`src/rtl/instr_encoder.sv`:
```
// instr_encoder: packs decoded instruction fields into 32-bit words and writes
// them to instruction memory at consecutive addresses. Illegal requests are
// dropped and reported through err/err_code.
module instr_encoder #(
    parameter int ADDR_W    = 10,
    parameter int BASE_ADDR = 0
) (
    input  logic              clk,
    input  logic              rst_n,
    input  logic              start,
    input  logic              req_valid,
    output logic              req_ready,
    input  logic [2:0]        req_op,
    input  logic [2:0]        req_func3,
    input  logic [10:0]       req_func11,
    input  logic [4:0]        req_rd,
    input  logic [4:0]        req_rs1,
    input  logic [4:0]        req_rs2,
    input  logic [31:0]       req_imm,
    input  logic              req_last,
    output logic              imem_we,
    output logic [ADDR_W-1:0] imem_addr,
    output logic [31:0]       imem_wdata,
    input  logic              imem_ack,
    output logic              busy,
    output logic              done,
    output logic              err,
    output logic [1:0]        err_code,
    output logic [ADDR_W:0]   count
);

    localparam logic [ADDR_W-1:0] FIRST_ADDR = ADDR_W'(BASE_ADDR);
    localparam logic [ADDR_W-1:0] LAST_ADDR  = '1;

    localparam logic [1:0] CODE_BAD_OP  = 2'b01;
    localparam logic [1:0] CODE_BAD_IMM = 2'b10;
    localparam logic [1:0] CODE_FULL    = 2'b11;

    typedef enum logic [1:0] {
        IDLE,
        ACCEPT,
        WRITE,
        DONE
    } state_t;

    state_t state;
    state_t state_next;

    logic [31:0] enc_word;
    logic        bad_op;
    logic        bad_imm;
    logic        legal;
    logic        last_word;

    // Immediate range checks: a signed N-bit value has all bits above N-1 equal
    // to the sign bit; an unsigned N-bit value has all bits above N-1 clear.
    logic fits_s16;
    logic fits_u16;
    logic fits_s18;
    logic fits_s21;
    logic fits_u21;
    logic aligned4;

    assign fits_s16 = (req_imm[31:15] == '0) || (req_imm[31:15] == '1);
    assign fits_u16 = (req_imm[31:16] == '0);
    assign fits_s18 = (req_imm[31:17] == '0) || (req_imm[31:17] == '1);
    assign fits_s21 = (req_imm[31:20] == '0) || (req_imm[31:20] == '1);
    assign fits_u21 = (req_imm[31:21] == '0);
    assign aligned4 = (req_imm[1:0] == 2'b00);
    assign legal    = !bad_op && !bad_imm;

    // Encode the request fields into the op-specific word layout and flag illegal encodings.
    always_comb begin
        enc_word = '0;
        bad_op   = 1'b0;
        bad_imm  = 1'b0;
        case (req_op)
            3'd0: begin
                enc_word = {req_func11, req_rs2, req_rs1, req_rd, req_func3, req_op};
            end
            3'd1: begin
                enc_word = {req_imm[15:0], req_rs1, req_rd, req_func3, req_op};
                if (req_func3 == 3'b101 || req_func3 == 3'b110) begin
                    bad_imm = !fits_u16;
                end else begin
                    bad_imm = !fits_s16;
                end
            end
            3'd2: begin
                enc_word = {req_imm[15:0], req_rs1, req_rs2, req_func3, req_op};
                bad_op   = !(req_func3 == 3'b000 || req_func3 == 3'b100);
                bad_imm  = !fits_s16;
            end
            3'd3: begin
                enc_word = {req_imm[20:0], req_rd, req_func3, req_op};
                case (req_func3)
                    3'b000, 3'b001: bad_imm = !fits_u21;
                    3'b010:         bad_imm = !fits_s21;
                    default:        bad_op  = 1'b1;
                endcase
            end
            3'd5: begin
                enc_word = {req_imm[15:0], req_rs1, req_rd, req_func3, req_op};
                bad_op   = !(req_func3 == 3'b000 || req_func3 == 3'b100 || req_func3 == 3'b010);
                bad_imm  = !fits_s16;
            end
            3'd6: begin
                enc_word = {req_imm[17:2], req_rs1, req_rs2, req_func3, req_op};
                bad_imm  = !(fits_s18 && aligned4);
            end
            default: begin
                bad_op = 1'b1;
            end
        endcase
    end

    // State register with synchronous reset; reset also abandons any pending write.
    always_ff @(posedge clk) begin
        if (!rst_n) begin
            state <= IDLE;
        end else begin
            state <= state_next;
        end
    end

    // Next-state logic for the load session.
    always_comb begin
        state_next = state;
        case (state)
            IDLE: begin
                if (start) begin
                    state_next = ACCEPT;
                end
            end
            ACCEPT: begin
                if (req_valid && legal) begin
                    state_next = WRITE;
                end
            end
            WRITE: begin
                if (imem_ack) begin
                    if (last_word || imem_addr == LAST_ADDR) begin
                        state_next = DONE;
                    end else begin
                        state_next = ACCEPT;
                    end
                end
            end
            default: begin
                state_next = IDLE;
            end
        endcase
    end

    // Handshake and status outputs decoded directly from the state.
    always_comb begin
        req_ready = (state == ACCEPT);
        imem_we   = (state == WRITE);
        busy      = (state != IDLE);
        done      = (state == DONE);
    end

    // Datapath: address, word, count and error reporting; err is a registered one-cycle pulse.
    always_ff @(posedge clk) begin
        if (!rst_n) begin
            imem_addr  <= FIRST_ADDR;
            imem_wdata <= '0;
            last_word  <= 1'b0;
            count      <= '0;
            err        <= 1'b0;
            err_code   <= 2'b00;
        end else begin
            err <= 1'b0;
            case (state)
                IDLE: begin
                    if (start) begin
                        imem_addr <= FIRST_ADDR;
                        count     <= '0;
                        err_code  <= 2'b00;
                    end
                end
                ACCEPT: begin
                    if (req_valid) begin
                        if (legal) begin
                            imem_wdata <= enc_word;
                            last_word  <= req_last;
                        end else begin
                            err      <= 1'b1;
                            err_code <= bad_op ? CODE_BAD_OP : CODE_BAD_IMM;
                        end
                    end
                end
                WRITE: begin
                    if (imem_ack) begin
                        count <= count + 1'b1;
                        if (!last_word) begin
                            if (imem_addr == LAST_ADDR) begin
                                err      <= 1'b1;
                                err_code <= CODE_FULL;
                            end else begin
                                imem_addr <= imem_addr + 1'b1;
                            end
                        end
                    end
                end
                default: begin
                end
            endcase
        end
    end

endmodule

```
`config.mk`:
```
export PLATFORM = sky130hd
export DESIGN_NAME = instr_encoder
export DESIGN_NICKNAME = d
export VERILOG_FILES = /design/src/rtl/instr_encoder.sv
export SDC_FILE = /design/constraint.sdc
export NUM_CORES = 1
export LEC_CHECK = 0
export ABC_CLOCK_PERIOD_IN_PS = 2500
export CORE_ASPECT_RATIO = 1.1
export CORE_MARGIN = 1
export CORE_UTILIZATION = 45
export DETAILED_ROUTE_END_ITERATION = 12
export HOLD_SLACK_MARGIN = 0.12
export PLACE_DENSITY = 0.8
export REMOVE_ABC_BUFFERS = 1
export SYNTH_ARGS = -nofsm -noshare
export SYNTH_HDL_FRONTEND = slang
export SYNTH_SLANG_ARGS = --single-unit
```
`constraint.sdc`:
```
create_clock -name clk -period 2.5 [get_ports clk]
set_input_delay 0.25 -clock clk [delete_from_list [all_inputs] [get_ports clk]]
set_output_delay 0.25 -clock clk [all_outputs]
set_load 0.1 [all_outputs]
```
==> results of run 1 <==
-- kinds of logic (layout without fill, tap and decap cells) --
kind of cell | count (synthesis) | count (layout) | share of synthesized area (%)
DFF | 59 | 59 | 32.6
and+or+nand+nor | 167 | 167 | 21.5
buffers and inverters | 46 | 178 | 6.63
xor gates and xnor gates | 13 | 13 | 3.14
muxes | 28 | 28 | 7.73
adders and majority gates | 6 | 6 | 2.07
AOI/OAI and AO/OA | 139 | 139 | 26.3
-- where the power goes --
part | leakage (nW) | switching, mW | internal [mW] | total (mW)
Combinational | 1.36 | 0.795 | 0.384 | 1.18
Sequential | 0.476 | 0.0325 | 0.983 | 1.02
Clock | 0.119 | 0.400 | 0.610 | 1.01
-- placed cells by master, fill, tap and decap left out, drive strengths merged, types with 2 or more instances in the layout --
master and instances:
or3 6, nor4 6, and3 3, a211oi 19, a21oi 52, a221oi 11
nor2 62, xor2 8, nand2 41, a31oi 6, xnor2 5, o21ai 21
a21o 2, a22oi 12, dfxtp 59, buf 79, o211ai 4, nor2b 8
mux2i 28, clkbuf 11, clkdlybuf4s50 68, inv 15, ha 6, bufinv 2
nand4 8, clkinv 3, nand3 14, nor3 4, nand2b 10
-- path summary, 6_finish.rpt --
kind            startpoint  slack [ns]       endpoint  cells after the start
max               state[0]        0.31   imem_addr[9]                      9
min          imem_wdata[5]        0.45  imem_wdata[5]                      2
max reg2reg       state[0]        0.31   imem_addr[9]                      9
min reg2reg  imem_wdata[5]        0.45  imem_wdata[5]                      2
-- registers in the layout, indices dropped and copies added (netlist names) --
register / flops
count: 11
err: 1
err_code: 2
imem_addr: 10
imem_wdata: 32
last_word: 1
state: 2
-- worst min-delay path: stages (launching register included) --
cell,delay [ns]
dfxtp_1,0.31
nand2_1,0.05
o21ai_1,0.05
-- metal layers --
metal | share of wire [%] | GRT usage, % | up-vias | wire length (um)
met3 | 9.7 | 7.12 | 20 | 1060
met4 | 2.1 | 10.2 | 0 | 233
met2 | 48 | 45.6 | 178 | 5190
met1 | 41 | 30.0 | 1844 | 4440
met5 | 0 | 0 | - | 0
li1 | - | - | 1912 | -
-- metrics by stage --
| step | total power [mW] | TNS (ns) | cell area, sq um | std cells |
|---|---|---|---|---|
| after floorplan | 1.82 | -15.58 | 3440 | 427 |
| after global placement | 2.19 | 0 | 4860 | 679 |
| after detailed placement | 2.21 | 0 | 4860 | 679 |
| after CTS | 3.21 | 0 | 5080 | 695 |
| after global routing | 3.32 | 0 | 5080 | 695 |
| final | 3.20 | 0 | 5080 | 695 |
-- cell usage after synthesis, drive strengths merged, types with 2 or more instances --
| library cell | number | share of area [%] |
|---|---|---|
| nor2 | 62 | 6.4 |
| dfxtp | 59 | 33 |
| a21oi | 52 | 7.3 |
| nand2 | 41 | 4.2 |
| mux2i | 28 | 7.7 |
| o21ai | 21 | 3.0 |
| a211oi | 19 | 5.5 |
| clkbuf | 17 | 1.8 |
| inv | 15 | 1.6 |
| buf | 14 | 3.3 |
| nand3 | 14 | 1.9 |
| a22oi | 12 | 2.5 |
| a221oi | 11 | 2.7 |
| nand2b | 10 | 1.7 |
| nand4 | 8 | 1.4 |
| nor2b | 8 | 1.4 |
| xor2 | 8 | 1.9 |
| a31oi | 6 | 1.0 |
| ha | 6 | 2.1 |
| nor4 | 6 | 1.2 |
| or3 | 6 | 1.0 |
| xnor2 | 5 | 1.2 |
| nor3 | 4 | 0.55 |
| o211ai | 4 | 0.97 |
| and3 | 3 | 0.52 |
| a21o | 2 | 0.41 |
-- final cells by class --
cell class	count	share of cell area (%)
clock buffer	11	2.98
clock inverter	5	1.48
inverter	15	1.11
multi-input combinational	353	43.4
sequential	59	23.2
tap	105	2.58
timing repair buffer	147	25.3
==> reports/results.ini, run 1 <==
[detailed_routing]
drtIter0Drc = 336
routed_wirelength_mm = 10.9
drt_first_pass_iters = 4
drcViolationCount = 0
routedWlPerCell_um = 15.7
routed_via_density = 5.69
vias = 3954
ant_nets = 0

[setup_path]
critPathKind = reg -> reg
crit_path_max_fanout = 6
cp.arrival_ns = 2.38
crit_path_max_incr_delay_ns = 0.38
path_cells = inv_1 > ha_1 > mux2i_1 > nor2b_1 > a21boi_2 > nand4_1 > nor3_1 > xnor2_1 > nor2_1
critPathBufInv = 1
cp-end-kind = register
start_kind = register
slowest_stage = dfxtp_1
cp.required_ns = 2.69
crit_family = simple AND/OR/NAND/NOR gates

[clocking]
cts_sinks = 59
clockRootBuffer = clkbuf_8
postCtsSetupBuffers = 0
cts_resized = 0
hold_buffers = 0
cts.clk_slew.worst_paths_ns = 0.07
cts_htree_levels = 3
cts_tree = built
cts_buffers = 9
insertion_delay_ns = 0.35
ctsLongestPathBuffers = 2

[yosys]
synth_edf_count = 0
syn_avg_cell_area_sq_um = 7.91
yosysWarnings = 0
ys_seq_area_share_pct = 32.6
syn_inst = 458
async_flop_share_pct = 0
ys_types = 56
syn-cell-area_sq_um = 3620
ys.flop_type = dfxtp_1
ys_ff_latch = 59

[layout]
drive_gt1_share_pct = 19.5
multi_input_area_sq_um = 2200
area_growth_pct = 40.2
nets = 661
ff_latch_area_sq_um = 1180
utilization_pct = 66.5
diodes = 0
fillers = 643

[placed_design]
dp_hpwl_mm = 8.08
port-buffer-count = 129
routabilityCongestion = 0.842
dpl_worst_slack_ns = 0.0135

[grt]
track_usage_pct = 26.0
grt_first_pass_wirelength_mm = 16.8
grt_overflow = 0
grt_pass1_vias = 3641
antenna_found_initial = 0
grt_max_degree = 47

[sta]
fmax_mhz = 456
drv_slew = 0
setup_viol = 0
worst_pin_slew_ns = 1.14
whs_ns = 0.453
rsz0062_at_grt = false
finalCriticalPeriod_ns = 2.19
relSlewSlack_pct = 23.3
finClkSkew_ns = 0.00704
setup_ws_ns = 0.308
finalCritPeriodShare_pct = 87.7
hold_viol_final = 0

[pwr]
worst_ir_drop_vdd_uv = 421
cellPowerDensity_nw_per_um2 = 630
power.leakage_nw = 1.95

[die]
dieHeight_um = 96.1
rows = 33
ioPinCount = 130
start_util_pct = 47.5
die_area_sq_um = 8420
die_x_um = 87.6
core_sq_um = 7640

[run_status]
status = completed

[hold_path]
min_path_type = reg -> reg

[flow_run]
cap_violations = 0

Note: power is estimated with default switching activity, not from simulation.
==> run 2, diff against run 1 <==
==> constraint.sdc (replaced) <==
create_clock -name clk -period 2.5 [get_ports clk]
set_input_delay 0.75 -clock clk [delete_from_list [all_inputs] [get_ports clk]]
set_output_delay 0.75 -clock clk [all_outputs]
set_load 0.1 [all_outputs]
==> reports/results.ini, run 2 (same netlist as run 1, synthesis figures left out) <==
[detailed_routing]
drcViolationCount = 0  ; unchanged
routed_via_density = 5.70  ; was 5.69
ant_nets = 0  ; unchanged
drt_first_pass_iters = 5  ; was 4
routed_wirelength_mm = 12.0  ; was 10.9 mm
vias = 4185  ; was 3,954
routedWlPerCell_um = 16.4  ; was 15.7 um
drtIter0Drc = 309  ; was 336

[die]
dieHeight_um = 96.1  ; unchanged
core_sq_um = 7640  ; unchanged
start_util_pct = 47.5  ; unchanged
die_x_um = 87.6  ; unchanged
ioPinCount = 130  ; unchanged
rows = 33  ; unchanged
die_area_sq_um = 8420  ; unchanged

[layout]
final_cell_count_no_fill = 734  ; was 695
layout_common_cells = buf_4 (106), nor2_1 (61), dfxtp_1 (59)  ; was buf_4 (77), clkdlybuf4s50_1 (68), nor2_1 (62)
nets = 700  ; was 661
reg_top3 = imem_wdata x32, count x11, imem_addr x10  ; unchanged
multi_input_area_sq_um = 2270  ; was 2200 sq um
utilization_pct = 72.9  ; was 66.5%
area_growth_pct = 53.6  ; was 40.2%
ff_latch_area_sq_um = 1180  ; unchanged
drive_gt1_share_pct = 25.8  ; was 19.5%
top_register = imem_wdata  ; unchanged
diodes = 0  ; unchanged
layout.cells.most_common = buf_4  ; unchanged
final_area_sq_um = 5570  ; was 5080 sq um
fillers = 553  ; was 643
largest_reg_flops = 32  ; unchanged

[setup_path]
slowest_stage = o211a_4  ; was dfxtp_1
path_cells = dlygate4sd2_1 > nor4_2 > and3_1 > a21oi_2 > a211oi_2 > o211a_4 > clkbuf_16 > mux2i_1 > nor2_1  ; was inv_1 > ha_1 > mux2i_1 > nor2b_1 > a21boi_2 > nand4_1 > nor3_1 > xnor2_1 > nor2_1
cp.required_ns = 2.72  ; was 2.69 ns
crit_family = compound AO/OA/AOI/OAI gates  ; was simple AND/OR/NAND/NOR gates
cp-end-kind = register  ; unchanged
start_kind = input port  ; was register
crit_path_max_fanout = 7  ; was 6
critPathBufInv = 2  ; was 1
critPathKind = in -> reg  ; was reg -> reg
cp.arrival_ns = 2.67  ; was 2.38 ns
crit_path_max_incr_delay_ns = 0.30  ; was 0.38 ns

[placed_design]
dpl_worst_slack_ns = -0.435  ; was 0.0135 ns
placedCellCount = 705  ; was 679
routabilityCongestion = 0.903  ; was 0.842
place_area_sq_um = 5110  ; was 4860 sq um
dp_hpwl_mm = 8.41  ; was 8.08 mm
port-buffer-count = 129  ; unchanged

[sta]
worst_pin_slew_ns = 0.672  ; was 1.14 ns
setup_ws_ns = 0.0504  ; was 0.308 ns
finalCriticalPeriod_ns = 2.45  ; was 2.19 ns
relSlewSlack_pct = 55.1  ; was 23.3%
finalCritPeriodShare_pct = 98.0  ; was 87.7%
hold_viol_final = 0  ; unchanged
finClkSkew_ns = 0.00614  ; was 0.00704 ns
drv_slew = 0  ; unchanged
fmax_mhz = 408  ; was 456 MHz
setup_viol = 0  ; unchanged
whs_ns = 0.461  ; was 0.453 ns
setup_tns_ns = 0  ; unchanged

[grt]
grt_first_pass_wirelength_mm = 17.7  ; was 16.8 mm
grt_pass1_vias = 3858  ; was 3,641
grt_max_degree = 35  ; was 47
grt_overflow = 0  ; unchanged
antenna_found_initial = 0  ; unchanged
track_usage_pct = 27.0  ; was 26.0%

[clocking]
clockRootBuffer = clkbuf_8  ; unchanged
insertion_delay_ns = 0.34  ; was 0.35 ns
ctsLongestPathBuffers = 2  ; unchanged
cts_tree = built  ; unchanged
cts_htree_levels = 3  ; unchanged
cts.clk_slew.worst_paths_ns = 0.07  ; about the same
cts_buffers = 9  ; unchanged
cts_sinks = 59  ; unchanged

[hold_path]
min_path_type = reg -> reg  ; unchanged

[pwr]
worst_ir_drop_vdd_uv = 415  ; was 421 uV
cellPowerDensity_nw_per_um2 = 602  ; was 630 nW/um^2
power.leakage_nw = 2.31  ; was 1.95 nW
p_total_mw = 3.35  ; was 3.20 mW

[run_status]
status = completed  ; unchanged

[flow_run]
cap_violations = 0  ; unchanged

[run 2: final timing paths]
| kind | endpoint | cells past startpoint | slack [ns] | from |
|---|---|---|---|---|
| max | imem_wdata[25] | 9 | 0.05 | req_imm[26] |
| max reg2reg | err_code[0] | 5 | 0.38 | imem_addr[4] |
| min reg2reg | imem_wdata[4] | 2 | 0.46 | imem_wdata[4] |
| min | imem_wdata[4] | 2 | 0.46 | imem_wdata[4] |
[run 2: area by class of cell]
type                    instances  area share [%]
clock buffers                  10            2.29
clock inverters                 6            1.60
inverters                      15            1.01
multi-input cells             353            40.8
flip-flops and latches         59            21.2
well taps                     105            2.36
repair buffers                186            30.7
[run 2: power by group]
part	leakage [nW]	internal (mW)	switching, mW
Combinational	1.73	0.505	0.844
Clock	0.103	0.563	0.424
Sequential	0.476	0.982	0.0344
Total	2.31	2.05	1.30
[run 2: per-layer routing]
layer  vias to the layer above  wire [um]  track usage [%]  share of wire (%)
li1                       2000          -                -                  -
met3                        28       1120             5.75                9.3
met1                      1936       4790             31.6                 40
met5                         -          0                0                  0
met2                       221       5810             47.0                 48
met4                         0        301             12.8                2.5
[run 2: timing repair]
action / 4_1_cts / 5_1_grt
resized for setup: 10 / 26
gates cloned: 1 / 2
setup buffers: 1 / 9
pin swaps: 3 / 13
hold buffers: 0 / 0
endpoints found under the setup margin: 34 / 37
[run 2: worst reg2reg max path: cells and delay by family (launching register included)]
kind / cells / cell delay, ns
compound gates: 2 / 0.56
flops: 1 / 0.43
mux: 1 / 0.18
simple gates: 2 / 0.89
